--- config.mk ---
export PLATFORM = sky130hd
export DESIGN_NAME = seg_scan_display
export DESIGN_NICKNAME = d
export VERILOG_FILES = /design/src/rtl/seg_scan_display.sv
export SDC_FILE = /design/constraint.sdc
export NUM_CORES = 1
export LEC_CHECK = 0
export BUFFER_PORTS_ARGS = -buffer_cell sky130_fd_sc_hd__clkbuf_2
export CAP_MARGIN = 20
export CORE_MARGIN = 2
export CORE_UTILIZATION = 55
export CTS_CLUSTER_SIZE = 25
export DETAILED_ROUTE_END_ITERATION = 8
export PLACE_DENSITY = 0.84
export SLEW_MARGIN = 20
export SYNTH_ARGS = -nofsm -noshare
export SYNTH_HDL_FRONTEND = slang
export SYNTH_SLANG_ARGS = --single-unit
export TNS_END_PERCENT = 20
--- constraint.sdc ---
create_clock -name clk -period 7.66 [get_ports clk]
set_input_delay 1.149 -clock clk [delete_from_list [all_inputs] [get_ports clk]]
set_output_delay 1.149 -clock clk [all_outputs]
set_load 0.03 [all_outputs]
--- src/rtl/seg_scan_display.sv ---
// seg_scan_display: time-multiplexed seven-segment scanner for up to 8 hex digits.
// Selects one of CHANNELS debug sources (manual select or automatic rotation) and shows
// a tear-free snapshot of it. The snapshot is captured once per frame.
//
// Optional build macro:
//   SEG_LZB_EN - leading-zero blanking. Digits above the most significant non-zero nibble
//                are blanked; their dp is still shown and digit 0 is never blanked.
//
// Ports:
//   clk     system clock
//   rst     asynchronous active-low reset
//   data    CHANNELS*DIGITS nibbles; channel c at [c*DIGITS*4 +: DIGITS*4], digit 0 rightmost
//   dp      decimal-point requests per channel/digit, active-high
//   ch_sel  manual channel select (ignored if out of range)
//   auto    1 = rotate channels every DWELL_FRAMES frames
//   freeze  1 = hold snapshot, channel and dwell count (scan keeps running)
//   AN      digit enables, active-low one-hot
//   SEG     {dp,g,f,e,d,c,b,a}, active-low
//   cur_ch  channel currently captured
module seg_scan_display #(
  parameter int unsigned DIGITS       = 8,
  parameter int unsigned CHANNELS     = 4,
  parameter int unsigned SCAN_DIV     = 50000,
  parameter int unsigned DWELL_FRAMES = 256,
  localparam int unsigned CW          = (CHANNELS > 1) ? $clog2(CHANNELS) : 1
) (
  input  logic                         clk,
  input  logic                         rst,
  input  logic [CHANNELS*DIGITS*4-1:0] data,
  input  logic [CHANNELS*DIGITS-1:0]   dp,
  input  logic [CW-1:0]                ch_sel,
  input  logic                         auto,
  input  logic                         freeze,
  output logic [DIGITS-1:0]            AN,
  output logic [7:0]                   SEG,
  output logic [CW-1:0]                cur_ch
);

  localparam int unsigned PW  = $clog2(SCAN_DIV);
  localparam int unsigned IW  = (DIGITS > 1) ? $clog2(DIGITS) : 1;
  localparam int unsigned DWW = (DWELL_FRAMES > 1) ? $clog2(DWELL_FRAMES) : 1;
  localparam int unsigned NW  = DIGITS * 4;

  logic [PW-1:0]     pre_q, pre_d;
  logic [IW-1:0]     idx_q, idx_d;
  logic [DWW-1:0]    dwell_q, dwell_d;
  logic [CW-1:0]     ch_q, ch_d;
  logic [NW-1:0]     snap_q, snap_d;
  logic [DIGITS-1:0] snap_dp_q, snap_dp_d;
  logic [DIGITS-1:0] an_q, an_d;
  logic [7:0]        seg_q, seg_d;

  logic              tick, last_digit, fb, sel_ok;
  logic [NW-1:0]     data_sel;
  logic [DIGITS-1:0] dp_sel;
  logic [3:0]        nib;
  logic              dp_bit;

  function automatic logic [6:0] hex_to_seg(input logic [3:0] v);
    logic [6:0] s;
    case (v)
      4'h0:    s = 7'h40;
      4'h1:    s = 7'h79;
      4'h2:    s = 7'h24;
      4'h3:    s = 7'h30;
      4'h4:    s = 7'h19;
      4'h5:    s = 7'h12;
      4'h6:    s = 7'h02;
      4'h7:    s = 7'h78;
      4'h8:    s = 7'h00;
      4'h9:    s = 7'h10;
      4'hA:    s = 7'h08;
      4'hB:    s = 7'h03;
      4'hC:    s = 7'h46;
      4'hD:    s = 7'h21;
      4'hE:    s = 7'h06;
      default: s = 7'h0E;
    endcase
    return s;
  endfunction

  assign tick       = (pre_q == PW'(SCAN_DIV - 1));
  assign last_digit = (idx_q == IW'(DIGITS - 1));
  assign fb         = tick && last_digit;
  assign sel_ok     = (32'(ch_sel) < CHANNELS);

  // Prescaler and digit index
  always_comb begin
    pre_d = tick ? '0 : pre_q + 1'b1;
    idx_d = idx_q;
    if (tick) begin
      idx_d = last_digit ? '0 : idx_q + 1'b1;
    end
  end

  // Channel selection and dwell counting
  always_comb begin
    ch_d    = ch_q;
    dwell_d = dwell_q;
    if (!freeze) begin
      if (!auto) begin
        dwell_d = '0;
        if (fb && sel_ok) begin
          ch_d = ch_sel;
        end
      end else if (fb) begin
        if (dwell_q == DWW'(DWELL_FRAMES - 1)) begin
          dwell_d = '0;
          ch_d    = (ch_q == CW'(CHANNELS - 1)) ? '0 : ch_q + 1'b1;
        end else begin
          dwell_d = dwell_q + 1'b1;
        end
      end
    end
  end

  // Snapshot follows the channel chosen on this same edge
  always_comb begin
    data_sel = data[NW-1:0];
    dp_sel   = dp[DIGITS-1:0];
    for (int unsigned c = 0; c < CHANNELS; c++) begin
      if (ch_d == CW'(c)) begin
        data_sel = data[c*NW +: NW];
        dp_sel   = dp[c*DIGITS +: DIGITS];
      end
    end
    snap_d    = snap_q;
    snap_dp_d = snap_dp_q;
    if (fb && !freeze) begin
      snap_d    = data_sel;
      snap_dp_d = dp_sel;
    end
  end

  // Digit drive, registered one clk behind idx
  always_comb begin
    nib    = snap_q[3:0];
    dp_bit = snap_dp_q[0];
    for (int unsigned i = 0; i < DIGITS; i++) begin
      an_d[i] = (idx_q != IW'(i));
      if (idx_q == IW'(i)) begin
        nib    = snap_q[i*4 +: 4];
        dp_bit = snap_dp_q[i];
      end
    end
    seg_d = {~dp_bit, hex_to_seg(nib)};
`ifdef SEG_LZB_EN
    begin : lzb
      logic [IW-1:0] msd;
      msd = '0;
      for (int unsigned i = 1; i < DIGITS; i++) begin
        if (snap_q[i*4 +: 4] != 4'h0) begin
          msd = IW'(i);
        end
      end
      if (idx_q > msd) begin
        seg_d[6:0] = 7'h7F;
      end
    end
`endif
  end

  always_ff @(posedge clk or negedge rst) begin
    if (!rst) begin
      pre_q     <= '0;
      idx_q     <= '0;
      dwell_q   <= '0;
      ch_q      <= '0;
      snap_q    <= '0;
      snap_dp_q <= '0;
      an_q      <= '1;
      seg_q     <= 8'hFF;
    end else begin
      pre_q     <= pre_d;
      idx_q     <= idx_d;
      dwell_q   <= dwell_d;
      ch_q      <= ch_d;
      snap_q    <= snap_d;
      snap_dp_q <= snap_dp_d;
      an_q      <= an_d;
      seg_q     <= seg_d;
    end
  end

  assign AN     = an_q;
  assign SEG    = seg_q;
  assign cur_ch = ch_q;

endmodule

==> metrics.md <==
| Metric | Value |
|---|---|
| Largest net degree at the start of global routing | 86 |
| Crit path DAT | between 3 and 4 ns |
| R2R Path End | SEG[3] |
| Period utilization | between 40% and 50% |
| Top FF cell, synth | dfrtp_1 |
| FILL cells | roughly 730 |
| Reg2Reg Launch Point | idx_q[2] |
| Vias in the first global route | between 4000 and 5000 |
| First-pass GRT wire length | approximately 22000 um |
| Post-synth top area share | between 30% and 40% |
| CTS Buf Count | 9 |
| Launch point of the worst path | idx_q[2] |
| Initial Util | about 57% |
| Total gr overflow | 0 |
| Pwr Density | between 100 and 150 mW/mm2 |
| Sum Neg Setup Slack | 0 ns |
| Gr busiest metal | met2 |
| Met3 Usage GRT | 4.62% |
| Sequential share of the synthesized area | roughly two fifths |
| Status | complete, no violations |
| Synth area leaders | dfrtp_1 (33%), mux2i_1 (8.4%), dfstp_2 (8.0%), o221ai_1 (7.0%), a2bb2oi_1 (6.7%) |
| P_int | 0.683 mW |
| Crit path kind | flip-flop to flip-flop |
| Post-route ant nets | 0 |
| Die Y | 102 um |
| Slew HR | between 40% and 50% |
| Routed WL | 13800 um |
| Max Transition Viols Final | 0 |
| Yosys warns | 0 |
| Top-count cell post-synth | dfrtp_1 |
| Vias per cell | between 5 and 6 |
| PortBufs | around 180 |
| Critical Path RT | about 7.9 ns |
| Final Util | roughly 69% |
| Footprint of the multi-input gates | ~0.0028 mm2 |
| Clock slew at reported path FFs | ~0.09 ns |
| Final Non-Filler Cells | approximately 810 |
| Die Span X | 102 um |
| Register area | between 0.002 and 0.0025 mm2 |
| Clock Power Share | between 30% and 40% |
| Leakage power total | about 3.2 nW |
| Share of cells above drive strength 1 | 34.9% |
| Design Area, Final | 0.00639 mm2 |
| Diode count | 0 |
| Placed Instance Area | slightly above 0.006 mm2 |
| Sw Share | 22.3% |
| Number of synthesized flops with an enable pin | 0 |
| #FFs+latches synth | 85 |
| Max-Cap Viols | 0 |
| Most area-hungry cell type in the Yosys netlist | dfrtp_1 |
| First drt pass iteration count | 4 |
| Critical path destination | SEG[3] |
| RSZ-0062 raised after global routing | false |
| F_max | 0.289 GHz |
| Min cycle time layout | between 3 and 4 ns |
| Unique cell type count in the Yosys netlist | 58 |
| Peak supply drop | 0.0720 mV |
| Hold Path Class | flip-flop to flip-flop |
| Routed vias | ~4800 |
| Area of the die | 0.0103 mm2 |
| Setup bufs post-CTS | 0 |
| CTS root buf | clkbuf_8 |
| Worst reg-to-reg path cell count | 10 |
| Net Switching | approximately 0.20 mW |
| FFs w/ async S/R, synth | 100% |
| Post-cts resize count | 0 |
| DP HPWL | 10000 um |
| Nets | roughly 860 |
| Io pins | 184 |
| Worst Skew | between 0.015 and 0.02 ns |
| CTS tree | built |
| Core Region | ~0.009 mm2 |
| Placed cell count | between 700 and 800 |
| Crit start category | flip-flop |
| Post-Syn Area per Cell | a little over 10 um2 |
| Met2 usage | a little under half |
| Reg2reg setup slack | ~4.2 ns |
| Tightest Pin Transition | around 0.83 ns |
| DR WL/cell | 17.1 um |
| TritonCTS Sinks | 85 |
| Worst-skew pair later-pin latency | between 0.3 and 0.4 ns |
| H-tree depth | 3 |
| GR Layer Usage met1 | between 30% and 40% |
| GPL Wtd Cong | roughly 0.92 |
| Reg power frac | between 50% and 60% |
| Post-Synthesis Cells | between 500 and 600 |
| Commonest cells in the netlist | dfrtp_1 (69), mux2i_1 (44), o221ai_1 (42) |
| Synth Cell Area | between 0.005 and 0.006 mm2 |
| Post-CTS Hold Fix Bufs | 0 |
| Clk buf depth | 2 |
| Combinational power share | roughly 8.6% |
| Row Count | 35 |
| CP Max Fanout | 15 |
| Initial detailed-routing violation count | a little over 300 |
| Initial antenna violation count | 0 |
| Final hold violation count | 0 |
| Total GRT Usage | around 27% |
| Setup-failing EPs final | 0 |
| Endpoint class of the critical path | flip-flop |
| Syn_nets | just under 700 |
| Drc violations | 0 |
| Area growth from synthesis to final layout | 22.0% |
[worst min path at each step]
stage,start,to,slack (ns),cells after the start
global route,snap_dp_q[7],SEG[7],0.45,1
finish,snap_dp_q[7],SEG[7],0.44,1
floorplan,snap_dp_q[7],SEG[7],0.39,1
CTS,snap_dp_q[7],SEG[7],0.43,1
global placement,snap_dp_q[7],SEG[7],0.41,1
detailed placement,snap_dp_q[7],SEG[7],0.42,1
[logic make-up (layout without fill, tap and decap cells)]
| logic type | count (synthesis) | in the layout | synth area share, % |
|---|---|---|---|
| buf+inv | 51 | 219 | 5.66 |
| xor+xnor | 18 | 18 | 3.01 |
| flops | 85 | 85 | 41.0 |
| mux | 49 | 49 | 9.77 |
| simple gates | 114 | 114 | 11.3 |
| fa+ha+maj | 15 | 15 | 3.58 |
| compound gates | 179 | 179 | 25.7 |
[per-stage QoR]
step / setup WS (ns) / power [mW] / hold slack, ns
6_report: 4.20 / 0.879 / 0.437
5_1_grt: 3.98 / 0.913 / 0.452
4_1_cts: 4.25 / 0.881 / 0.431
3_5_place_dp: 4.29 / 0.534 / 0.419
3_3_place_gp: 4.39 / 0.533 / 0.415
2_1_floorplan: 4.85 / 0.478 / 0.385
[layer usage]
layer | vias up | part of all wire, %
li1 | 2281 | -
met3 | 24 | 4.8
met1 | 2322 | 42
met4 | 0 | 2.0
met5 | - | 0
met2 | 156 | 51
[placed cells by master, fill, tap and decap left out, types with 3 or more instances in the layout]
cell,synthesis,final
o21ai_1,40,40
nand2b_1,6,6
ha_1,15,15
inv_1,14,14
nand3_1,15,15
dfrtp_1,69,69
nor3b_1,5,5
nor2_1,28,28
buf_4,2,3
mux2i_1,44,43
xor2_1,11,11
a22o_1,4,4
and3_1,8,8
mux2_2,3,3
o221ai_1,42,42
nor3_1,5,5
dfstp_2,16,16
clkbuf_2,0,182
nand2_1,26,26
a2bb2oi_1,40,40
a31oi_1,5,5
clkbuf_8,0,10
nor2b_1,4,4
xnor2_1,7,7
o31ai_1,3,3
o21ai_0,16,16
a21oi_1,8,8
[power groups by stage]
stage          sequential (mW)  clock [mW]  combinational, mW
3_3_place_gp             0.460           0             0.0721
6_report                 0.452       0.351             0.0756
3_5_place_dp             0.461           0             0.0735
2_1_floorplan            0.460           0             0.0178
4_1_cts                  0.452       0.355             0.0739
5_1_grt                  0.453       0.376             0.0842
[flip-flops by register name (all words and copies together), names as in the netlist]
register,flops
dwell_q,8
idx_q,3
pre_q,16
cur_ch,2
snap_dp_q,8
AN,8
snap_q,32
SEG,8
[final cells by class]
cell class / count / area share [%]
clock inverters: 4 / 1.14
well taps: 129 / 2.53
inverters: 15 / 0.881
multi-input cells: 375 / 43.9
clock buffers: 12 / 2.27
repair buffers: 188 / 15.7
flip-flops and latches: 85 / 33.6
[critical path: stages (launching register included)]
cell	delay, ns
dfrtp_1	0.66
inv_2	0.18
ha_1	0.36
nor4_1	0.53
o21bai_1	0.14
a31oi_1	0.29
a2bb2oi_2	0.33
inv_1	0.12
ha_1	0.23
mux2_4	0.27
mux2_2	0.27
Note: power is estimated with default switching activity, not from simulation.
